--- src/rtl/imem_boot_loader_pkg.sv ---
// Shared types and constants for the IMEM boot loader: FSM states, error codes, frame layout.
package boot_pkg;

  typedef enum logic [3:0] {
    IDLE,
    CLR,
    LEN0,
    LEN1,
    DATA,
    WR,
    CSUM,
    RUN,
    ERR
  } state_t;

  localparam logic [1:0] ERR_NONE    = 2'd0;
  localparam logic [1:0] ERR_LEN     = 2'd1;
  localparam logic [1:0] ERR_CSUM    = 2'd2;
  localparam logic [1:0] ERR_TIMEOUT = 2'd3;

  // LEN_LO + LEN_HI bytes ahead of the payload
  localparam int HDR_BYTES = 2;

endpackage

--- src/rtl/imem_boot_loader_assembler.sv ---
// Packs accepted payload bytes into little-endian 32-bit words and keeps the running XOR checksum.
module boot_word_assembler (
  input  logic        clk,
  input  logic        rst,
  input  logic        clear,
  input  logic        accept,
  input  logic [7:0]  byte_in,
  output logic        word_done,
  output logic [31:0] word_nxt,
  output logic [7:0]  csum
);

  logic [1:0]  byte_idx_q;
  logic [31:0] word_q;

  // word_nxt already contains the incoming byte, so the 4th byte's word is usable on the same edge
  always_comb begin
    word_nxt = word_q;
    word_nxt[{byte_idx_q, 3'b000} +: 8] = byte_in;
  end

  assign word_done = accept && (byte_idx_q == 2'd3);

  always_ff @(posedge clk or negedge rst) begin
    if (!rst) begin
      byte_idx_q <= 2'd0;
      word_q     <= 32'd0;
      csum       <= 8'd0;
    end else if (clear) begin
      byte_idx_q <= 2'd0;
      word_q     <= 32'd0;
      csum       <= 8'd0;
    end else if (accept) begin
      byte_idx_q <= byte_idx_q + 2'd1;
      word_q     <= word_nxt;
      csum       <= csum ^ byte_in;
    end
  end

endmodule

--- src/rtl/imem_boot_loader.sv ---
// Boot loader: receives a framed byte stream, writes words into IMEM, verifies the
// XOR checksum and then releases the core from reset.
//
// state | meaning
// IDLE  | after reset, core held in reset, waiting for start
// CLR   | one-cycle IMEM reset pulse, clear load bookkeeping
// LEN0  | wait for word-count low byte
// LEN1  | wait for word-count high byte, validate length
// DATA  | collect payload bytes of the current word
// WR    | one-cycle IMEM write of the assembled word
// CSUM  | wait for checksum byte
// RUN   | image loaded, core running
// ERR   | load failed, core held in reset
module imem_boot_loader
  import boot_pkg::*;
#(
  parameter int ADDR_W         = 10,
  parameter int TIMEOUT_CYCLES = 50000,
  parameter int TO_W           = 16
) (
  input  logic              clk,
  input  logic              rst,
  input  logic              start,
  input  logic [7:0]        rx_data,
  input  logic              rx_valid,
  output logic              rx_ready,
  output logic              core_rst,
  output logic              imem_rst,
  output logic              imem_we,
  output logic [ADDR_W-1:0] imem_addr,
  output logic [31:0]       imem_wdata,
  output logic              busy,
  output logic              done,
  output logic              err,
  output logic [1:0]        err_code,
  output logic [ADDR_W:0]   words_loaded
);

  state_t            state_q, state_d;
  logic [1:0]        err_code_q, err_code_d;
  logic [7:0]        len_lo_q;
  logic [15:0]       len_q;
  logic [15:0]       len_n;
  logic [ADDR_W:0]   word_idx_q;
  logic [TO_W-1:0]   to_cnt_q;
  logic [ADDR_W-1:0] imem_addr_q;
  logic [31:0]       imem_wdata_q;

  logic        xfer;
  logic        to_hit;
  logic        len_bad;
  logic        last_word;
  logic        word_done;
  logic [31:0] word_nxt;
  logic [7:0]  csum;

  assign rx_ready = state_q inside {LEN0, LEN1, DATA, CSUM};
  assign xfer     = rx_valid && rx_ready;

  assign len_n     = {rx_data, len_lo_q};
  assign len_bad   = (len_n == 16'd0) || (32'(len_n) > (32'd1 << ADDR_W));
  assign last_word = (32'(word_idx_q) + 32'd1) == 32'(len_q);
  assign to_hit    = to_cnt_q == TO_W'(TIMEOUT_CYCLES - 1);

  boot_word_assembler u_asm (
    .clk       (clk),
    .rst       (rst),
    .clear     (state_q == CLR),
    .accept    (xfer && (state_q == DATA)),
    .byte_in   (rx_data),
    .word_done (word_done),
    .word_nxt  (word_nxt),
    .csum      (csum)
  );

  always_ff @(posedge clk or negedge rst) begin
    if (!rst) begin
      state_q    <= IDLE;
      err_code_q <= ERR_NONE;
    end else begin
      state_q    <= state_d;
      err_code_q <= err_code_d;
    end
  end

  // An accepted byte always takes priority over a timeout in the same cycle
  always_comb begin
    state_d    = state_q;
    err_code_d = err_code_q;
    unique case (state_q)
      IDLE: if (start) state_d = CLR;
      CLR: begin
        state_d    = LEN0;
        err_code_d = ERR_NONE;
      end
      LEN0: begin
        if (xfer) state_d = LEN1;
        else if (to_hit) begin
          state_d    = ERR;
          err_code_d = ERR_TIMEOUT;
        end
      end
      LEN1: begin
        if (xfer) begin
          if (len_bad) begin
            state_d    = ERR;
            err_code_d = ERR_LEN;
          end else begin
            state_d = DATA;
          end
        end else if (to_hit) begin
          state_d    = ERR;
          err_code_d = ERR_TIMEOUT;
        end
      end
      DATA: begin
        if (xfer) begin
          if (word_done) state_d = WR;
        end else if (to_hit) begin
          state_d    = ERR;
          err_code_d = ERR_TIMEOUT;
        end
      end
      WR: state_d = last_word ? CSUM : DATA;
      CSUM: begin
        if (xfer) begin
          if (rx_data == csum) begin
            state_d = RUN;
          end else begin
            state_d    = ERR;
            err_code_d = ERR_CSUM;
          end
        end else if (to_hit) begin
          state_d    = ERR;
          err_code_d = ERR_TIMEOUT;
        end
      end
      RUN: if (start) state_d = CLR;
      ERR: if (start) state_d = CLR;
      default: state_d = IDLE;
    endcase
  end

  always_ff @(posedge clk or negedge rst) begin
    if (!rst) begin
      len_lo_q     <= 8'd0;
      len_q        <= 16'd0;
      word_idx_q   <= '0;
      to_cnt_q     <= '0;
      imem_addr_q  <= '0;
      imem_wdata_q <= 32'd0;
    end else begin
      if ((state_q == CLR) || xfer) to_cnt_q <= '0;
      else if (rx_ready)            to_cnt_q <= to_cnt_q + TO_W'(1);

      if ((state_q == LEN0) && xfer) len_lo_q <= rx_data;
      if ((state_q == LEN1) && xfer) len_q    <= len_n;

      if (state_q == CLR)     word_idx_q <= '0;
      else if (state_q == WR) word_idx_q <= word_idx_q + (ADDR_W + 1)'(1);

      // Captured on the 4th byte so address/data are valid throughout WR and held afterwards
      if (word_done) begin
        imem_addr_q  <= word_idx_q[ADDR_W-1:0];
        imem_wdata_q <= word_nxt;
      end
    end
  end

  assign core_rst     = (state_q != RUN);
  assign imem_rst     = (state_q == CLR);
  assign imem_we      = (state_q == WR);
  assign imem_addr    = imem_addr_q;
  assign imem_wdata   = imem_wdata_q;
  assign busy         = state_q inside {CLR, LEN0, LEN1, DATA, WR, CSUM};
  assign done         = (state_q == RUN);
  assign err          = (state_q == ERR);
  assign err_code     = err_code_q;
  assign words_loaded = word_idx_q;

endmodule

--- config.mk ---
export PLATFORM = sky130hd
export DESIGN_NAME = imem_boot_loader
export DESIGN_NICKNAME = d
export VERILOG_FILES = /design/src/rtl/imem_boot_loader_pkg.sv /design/src/rtl/imem_boot_loader_assembler.sv /design/src/rtl/imem_boot_loader.sv
export SDC_FILE = /design/constraint.sdc
export NUM_CORES = 1
export LEC_CHECK = 0
export CAP_MARGIN = 20
export CORE_UTILIZATION = 57
export CTS_CLUSTER_SIZE = 10
export DETAILED_ROUTE_END_ITERATION = 10
export PLACE_DENSITY = 0.87
export SYNTH_ARGS = -nofsm -noshare
export SYNTH_HDL_FRONTEND = slang
export SYNTH_SLANG_ARGS = --single-unit
--- constraint.sdc ---
create_clock -name clk -period 2.38 [get_ports clk]
set_input_delay 0.238 -clock clk [delete_from_list [all_inputs] [get_ports clk]]
set_output_delay 0.238 -clock clk [all_outputs]
set_load 0.01 [all_outputs]
==> results.cfg <==
[worst_setup_path]
cp_max_fo = 11
worstPathArrival_ps = 2200
reg2reg_depth = 5
required_ps = 2140
critPathLaunchType = flip-flop
endpoint_kind = primary output
path_class = flip-flop to primary output

[global_routing]
grt_max_degree = 72
antenna_found_initial = 0
grt_pass1_vias = 5655
grt_pass1_wl_um = 28920
grt_usage = 0.3000
overflow = 0

[layout]
final_common_cell = dfrtp_1
final_util = 0.7462
diodes = 0
areaGrowthSynthToFinish_pct = 25.90
drive_above_1_share = 0.1615
fillers = 760
instances_no_fill = 923
layout.cells.most_common_list = dfrtp_1, nand2_1, clkdlybuf4s50_1
nets = 788

[logic_synthesis]
syn_avg_cell_area_um2 = 10.23
ys_seq_area_frac = 0.5148
synth_cells = 670
synth-main-ff-cell = dfrtp_1
ys_ff_latch = 141
syn-num-nets = 690
syn_area_um2 = 6854
yosysWarnings = 0
synthArstFlopShare = 1.000
synth-edff-count = 0
synth.distinct_cells = 62

[pwr]
pwr-share-clk = 0.376
p_int_mw = 5.461
switching_power_mw = 2.361
p_comb_frac = 0.241
leakage_nw = 3.810
power_frac_seq = 0.383
sw_frac_of_total = 0.3018
powerDensity_nw_per_um2 = 906.3
peakVddDrop_mv = 0.4251

[routing]
routed_wl_um = 18330
first_iter_violations = 765
drc = 5
vias = 5812
vias_per_cell = 6.297
final_antenna_net_count = 0
routedWlPerCell_um = 19.85
first_pass_iters = 9

[placed_design]
gp_congestion = 0.9300
dpl.hpwl_um = 11560
dp.cells = 883
io_buffer_count = 73

[job]
maxCapViolCount = 0

[clocking]
numClockSinks = 141
clock_path_buffers = 2
root_buffer = clkbuf_16
cts_tree = built
clk_pin_slew_worst_paths_ps = 60
cts-htree-levels = 4
clk-insertion-delay-late_ps = 420
cts_buffers = 17

[sta]
finalSetupViolCount = 1
slew_violations = 0
finalClockSkew_ps = 6.358
hold_viol_final = 0
period_share = 1.025
slew_headroom = 0.5592
fin_crit_ps = 2439
fmax_mhz = 410.0
worst_slew_pin_slew_ps = 655.1
holdWs_ps = 280.5
setup_ws_ps = -58.86

[floorplan]
ios = 74
core.rowCount = 39
initial_core_util = 0.5927
dieWidth_um = 111.7
fp.dieH_um = 111.7
die_area_um2 = 12470
core_area_um2 = 11560

[worst_hold_path]
hold_class = primary input to asynchronous set/reset pin

[outcome]
status = finished, violations left
failed_checks = design-rule violations, negative setup slack
==> power groups by stage <==
stage	sequential (mW)	combinational, mW	clock, mW
final	2.99	1.89	2.94
after global routing	3.02	2.02	3.06
after CTS	2.99	1.76	2.95
after detailed placement	3.02	1.71	0
after global placement	2.99	1.63	0
after floorplan	2.91	1.21	0
==> critical path, stage by stage, from the launching register on <==
cell and delay (ps):
dfrtp_2 500, buf_4 170, nand2b_1 90, a21oi_1 400, clkdlybuf4s50_1 630
==> stage by stage <==
| step | power, mW | setup WS [ps] | TNS (ps) | instance area [um2] |
|---|---|---|---|---|
| 6_report | 7.821 | -58.86 | -58.86 | 8630 |
| 5_1_grt | 8.093 | -32.77 | -56.99 | 8630 |
| 4_1_cts | 7.706 | 15.11 | 0 | 8551 |
| 3_5_place_dp | 4.736 | 63.44 | 0 | 7873 |
| 3_3_place_gp | 4.628 | 129.0 | 0 | 7873 |
| 2_1_floorplan | 4.121 | 279.4 | 0 | 6854 |
==> metal layers <==
metal | vias up | global-route usage | share of wire
met3 | 55 | 0.06478 | 0.087
met2 | 343 | 0.4807 | 0.48
met4 | 0 | 0.1279 | 0.030
met5 | - | 0 | 0
met1 | 2831 | 0.3967 | 0.40
li1 | 2583 | - | -
==> final cells by class <==
type	count	area, um2	share of cell area
Sequential cell	141	3531	0.4092
Multi-Input combinational cell	483	3149	0.3649
Timing Repair Buffer	118	1089	0.1261
Clock buffer	21	470.5	0.05452
Clock inverter	10	185.2	0.02146
Tap cell	143	178.9	0.02073
Inverter	7	26.28	0.003045
==> what timing repair did <==
| item | CTS | global route |
|---|---|---|
| setup buffers | 0 | 8 |
| endpoints found under the hold margin | 31 | 0 |
| gates resized for setup | 5 | 4 |
| hold buffers | 1 | 0 |
| endpoints found under the setup margin | 6 | 6 |
==> Yosys cell counts (all sizes together), types with 2 or more instances <==
| cell type | count | area share |
|---|---|---|
| a22o | 34 | 0.043 |
| and4 | 5 | 0.0064 |
| a21oi | 41 | 0.030 |
| nand3 | 13 | 0.0095 |
| o21ai | 76 | 0.060 |
| nor3 | 7 | 0.0051 |
| o22ai | 2 | 0.0027 |
| nor2 | 37 | 0.021 |
| or4 | 3 | 0.0038 |
| or3 | 2 | 0.0018 |
| dfrtp | 141 | 0.51 |
| ha | 8 | 0.015 |
| mux2i | 2 | 0.0029 |
| nor4bb | 3 | 0.0044 |
| nand4b | 2 | 0.0026 |
| nand2b | 4 | 0.0037 |
| xor2 | 23 | 0.029 |
| nand2 | 80 | 0.045 |
| buf | 16 | 0.013 |
| and3 | 5 | 0.0046 |
| and2 | 2 | 0.0018 |
| nand4 | 7 | 0.0064 |
| inv | 7 | 0.0038 |
| a31oi | 5 | 0.0046 |
| a311oi | 2 | 0.0026 |
| mux2 | 36 | 0.059 |
| clkbuf | 23 | 0.013 |
| or2 | 2 | 0.0018 |
| o31ai | 8 | 0.0088 |
| nor2b | 37 | 0.034 |
| xnor2 | 12 | 0.015 |
| nor4b | 2 | 0.0035 |
| nor4 | 8 | 0.0073 |
==> kinds of logic after synthesis <==
logic type,after synthesis,synth area share
multiplexers,38,0.06207
AO/OA/AOI/OAI,179,0.1667
flip-flops,141,0.5148
XOR/XNOR,35,0.04472
adder cells (fa/ha/maj),8,0.01460
buffers and inverters,46,0.02975
AND/OR/NAND/NOR,223,0.1674
==> sequential cells by signal, summed over array words and instances, names as in the netlist <==
register	cells
len_lo_q	8
state_q	4
words_loaded	11
err_code	2
imem_addr	10
to_cnt_q	16
u_asm.csum	8
imem_wdata	32
len_q	16
u_asm.byte_idx_q	2
u_asm.word_q	32
==> final timing paths <==
check,startpoint,slack [ps],endpoint
min in group clk,imem_wdata[0],480,imem_wdata[0]
max in group asynchronous,rst,1300,u_asm.word_q[23]
setup reg to reg,state_q[0],190,u_asm.word_q[23]
hold reg to reg,imem_wdata[0],480,imem_wdata[0]
setup / recovery,state_q[2],-60,rx_ready
hold / removal,rst,280,words_loaded[3]
Power figures use the tool's default switching activity.
==> variant 1, RTL diff (config.mk and constraints unchanged) <==
Make the reset (`rst`) synchronous in 3 clocked blocks.
--- a/src/rtl/imem_boot_loader_assembler.sv
+++ b/src/rtl/imem_boot_loader_assembler.sv
@@ -21,7 +21,7 @@
 
   assign word_done = accept && (byte_idx_q == 2'd3);
 
-  always_ff @(posedge clk or negedge rst) begin
+  always_ff @(posedge clk) begin
     if (!rst) begin
       byte_idx_q <= 2'd0;
       word_q     <= 32'd0;
--- a/src/rtl/imem_boot_loader.sv
+++ b/src/rtl/imem_boot_loader.sv
@@ -73,7 +73,7 @@
     .csum      (csum)
   );
 
-  always_ff @(posedge clk or negedge rst) begin
+  always_ff @(posedge clk) begin
     if (!rst) begin
       state_q    <= IDLE;
       err_code_q <= ERR_NONE;
@@ -141,7 +141,7 @@
     endcase
   end
 
-  always_ff @(posedge clk or negedge rst) begin
+  always_ff @(posedge clk) begin
     if (!rst) begin
       len_lo_q     <= 8'd0;
       len_q        <= 16'd0;
Formal check against the unedited RTL: differs if rst is asserted again (counterexample within 4 cycles, from zero or initial values and one cycle with rst low); with rst held inactive, the same outputs for 10 cycles.
==> variant 1 against the original RTL <==
- non-clock buffer count shrank 11
- setup slack gained 0.10 ns
- count of clock-buffer cells in the layout grew 3
- area after synthesis shrank 8.4%
- routed wire length shrank 15%
- cell area shrank 9.1%
- sequential cell count shrank 8
- sequential share of layout area shrank 6.9 points
Power is not compared: it rests on default switching activity, and its combinational part moved more than twofold at a synthesized area within 25%.
==> variant 1: results (changes against the original RTL) <==
Outcome
  • Outcome: finished, final reports clean (was finished with violations)

Yosys
  • Post-Syn Nets: 757 (was 690)
  • Synth cell types: 64 (was 62)
  • Register area share after synthesis: 42.4% (was 51.5%)
  • Synth area leaders: dfxtp_1 42%, nand2_1 7.7%, xor2_1 4.9% (was dfrtp_1 51%, o21ai_0 4.9%, mux2_2 4.8%)
  • Commonest cells in the netlist: 133 x dfxtp_1, 128 x nand2_1, 67 x nor2_1 (was 141 x dfrtp_1, 79 x nand2_1, 67 x o21ai_0)
  • Synthesized flop and latch total: 133 (was 141)

Finish
  • Invs w/o clock: 10 (was 7)
  • Clock buffers: 24 (was 21)
  • Non-clk buf share: 13.0% (was 12.6%)
  • Final clock-cell share: 7.67% (was 7.60%)
  • Fillers: 750 (was 760)
  • Non-CTS buffers: 107 (was 118)
  • Multi-Input Combinational: 544 (was 483)

Routing
  • Met3 WL post-DR: 1010 µm (was 1590 µm)
  • DR WL/cell: 16.2 µm (was 19.9 µm)
  • Met2 routed WL: 7560 µm (was 8880 µm)
  • DRT met1 WL: 6490 µm (was 7300 µm)
  • Routed via count: 5518 (was 5812)

Setup path
  • CP max FO: 15 (was 11)
  • R2R Setup Slk: 0.24 ns (was 0.19 ns)
  • Reg2Reg Depth: 6 (was 5)
  • Worst EP arrival: 2.10 ns (was 2.20 ns)
  • R2r startpoint: u_asm.byte_idx_q[0] (was state_q[0])

GRT
  • Global Route met1 Usage: 34.1% (was 39.7%)
  • Vias in the first global route: 5289 (was 5655)

CTS
  • Latest clock arrival within the worst-skew pair: 0.54 ns (was 0.42 ns)
  • CTS root buf: clkbuf_8 (was clkbuf_16)

STA
  • Clock Skews: 0.00467 ns (was 0.00636 ns)

Min path
  • Hold/Removal Path Class: in2reg (was in2async)
## variant 1: logic make-up (layout without fill, tap and decap cells)
kind of cell	count (synthesis)	in the layout	synth area share, %
AO/OA/AOI/OAI	161	161	18.9
XOR/XNOR	53	53	7.39
adder cells (fa/ha/maj)	7	7	1.39
buffers and inverters	61	149	4.66
flip-flops	133	133	42.4
multiplexers	10	10	1.59
AND/OR/NAND/NOR	313	313	23.7
## variant 1: stage by stage
| stage | hold slack [ns] | setup WS [ns] | cells | total power, W | cell area (µm²) |
|---|---|---|---|---|---|
| 2_1_floorplan | 0.443 | 0.443 | 738 | 0.00298 | 6280 |
| 3_3_place_gp | 0.445 | 0.239 | 930 | 0.00326 | 7220 |
| 3_5_place_dp | 0.456 | 0.0762 | 930 | 0.00327 | 7220 |
| 4_1_cts | 0.116 | 0.0439 | 962 | 0.00591 | 7830 |
| 5_1_grt | 0.144 | 0.0105 | 962 | 0.00611 | 7840 |
| 6_report | 0.146 | 0.0418 | 962 | 0.00591 | 7840 |
==> variant 2, RTL diff (same settings) <==
Without the edit above. Change the parameter `ADDR_W` from 10 to 9.
--- a/src/rtl/imem_boot_loader.sv
+++ b/src/rtl/imem_boot_loader.sv
@@ -14,7 +14,7 @@
 module imem_boot_loader
   import boot_pkg::*;
 #(
-  parameter int ADDR_W         = 10,
+  parameter int ADDR_W         = 9,
   parameter int TIMEOUT_CYCLES = 50000,
   parameter int TO_W           = 16
 ) (
Ports: changed (resized imem_addr and words_loaded); port bits go from 74 to 72. No check against the original RTL was run, so the function may have changed too.
==> variant 2 against the original RTL <==
- via count down 0.98%
- non-clock buffer count shrank 3
- synthesized cell count grew 0.90%
- clock skew grew 0.0056 ns
- area after synthesis decreased by 1.5%
- cell area down 2.2%
- power fell by 6.9%
- setup slack gained 0.17 ns
- sequential cell count is 2 lower
- sequential power shrank 3%
- routed wire length shrank 3.2%
- utilization fell by 0.99 points
- highest routed layer unchanged
- combinational power fell by 4%
==> variant 2: results (changes against the original RTL) <==
GRT
  • First-pass GRT wire length: 29200 µm (was 28900 µm)
  • Global Route met1 Usage: 37.4% (was 39.7%)
  • GRT Util Overall: 30.3% (was 30.0%)
  • Largest net degree at the start of global routing: 62 (was 72)
  • Met2 GRT Util: 49.3% (was 48.1%)
  • GR Layer Usage met3: 8.47% (was 6.48%)
  • Vias in the first global route: 5859 (was 5655)

Outcome
  • Outcome: finished, final reports clean (was finished with violations)

Power and ir drop
  • Clk pwr: 0.00255 W (was 0.00294 W)
  • Comb power: 0.00182 W (was 0.00189 W)
  • Combinational share of power: 25.0% (was 24.1%)
  • Leak: 3.71 nW (was 3.81 nW)
  • Sw Ratio: 32.3% (was 30.2%)
  • Worst VDD drop: 0.838 mV (was 0.425 mV)

Yosys
  • XOR/XNOR share of the synthesized area: 4.22% (was 4.47%)
  • Post-Syn Nets: 696 (was 690)
  • Post-synthesis mux area share: 5.67% (was 6.21%)
  • Synth cell types: 52 (was 62)
  • Synth area leaders: dfrtp_1 52%, o21ai_0 6.0%, mux2_2 5.7% (was dfrtp_1 51%, o21ai_0 4.9%, mux2_2 4.8%)
  • Synth Area in Adders: 1.48% (was 1.46%)
  • Commonest cells in the netlist: 139 x dfrtp_1, 81 x o21ai_0, 77 x nand2_1 (was 141 x dfrtp_1, 79 x nand2_1, 67 x o21ai_0)
  • Register area share after synthesis: 51.5% (about the same)
  • Area fraction in compound gates after synthesis: 17.5% (was 16.7%)

Routing
  • DRT iter0 DRCs: 495 (was 765)
  • First-pass DRT Iterations: 5 (was 9)
  • Met2 routed WL: 8780 µm (was 8880 µm)
  • Routed via count: 5755 (was 5812)
  • DR WL/cell: 19.1 µm (was 19.9 µm)
  • Met3 WL post-DR: 1180 µm (was 1590 µm)

Setup path
  • Reg2reg end: state_q[1] (was u_asm.word_q[23])
  • CP max FO: 7 (was 11)
  • Worst EP arrival: 2.03 ns (was 2.20 ns)
  • R2r startpoint: words_loaded[1] (was state_q[0])
  • R2R Setup Slk: 0.16 ns (was 0.19 ns)
  • Max incr delay on CP: 0.54 ns (was 0.63 ns)
  • Reg2Reg Depth: 7 (was 5)

Finish
  • Multi-input logic portion of the cell area: 36.6% (was 36.5%)
  • Post-layout nets: 794 (was 788)
  • Multi-Input Combinational: 488 (was 483)
  • Reg area: 0.00348 mm² (was 0.00353 mm²)
  • Final clock-cell share: 6.73% (was 7.60%)
  • Invs w/o clock: 13 (was 7)
  • Fillers: 754 (was 760)
  • Non-CTS buffers: 115 (was 118)
  • Share of cells above drive strength 1: 15.9% (was 16.2%)
  • Non-clk buf share: 12.7% (was 12.6%)

STA
  • Least-Margin Pin Slew: 0.659 ns (was 0.655 ns)
  • WHS: 0.343 ns (was 0.281 ns)
  • Clock Skews: 0.0120 ns (was 0.00636 ns)

Min path
  • Hold/Removal Path Class: in2async (unchanged)

CTS
  • Post-cts resize count: 3 (was 5)
  • CTS clk-pin slew, worst paths: 0.06 ns (about the same)

Placement
  • I/O Buffers: 71 (was 73)
  • GPL Wtd Cong: 0.886 (was 0.930)
==> variant 2: through the flow <==
step | cells | TNS, ns | cell area, µm²
3_3_place_gp | 896 | 0 | 7840
4_1_cts | 929 | -0.0163 | 8430
2_1_floorplan | 676 | 0 | 6750
3_5_place_dp | 896 | 0 | 7840
6_report | 930 | 0 | 8440
5_1_grt | 930 | -0.00363 | 8440
==> variant 2: how the worst max path moves through the flow <==
stage | startpoint | depth (start not counted) | slack, ns | end
3_3_place_gp | rx_valid | 8 | 0.25 | imem_wdata[0]
6_report | state_q[3] | 5 | 0.11 | imem_we
3_5_place_dp | rx_valid | 6 | 0.16 | u_asm.word_q[26]
5_1_grt | state_q[3] | 5 | -0.004 | imem_we
2_1_floorplan | u_asm.byte_idx_q[0] | 7 | 0.26 | u_asm.word_q[16]
4_1_cts | state_q[0] | 4 | -0.02 | imem_rst
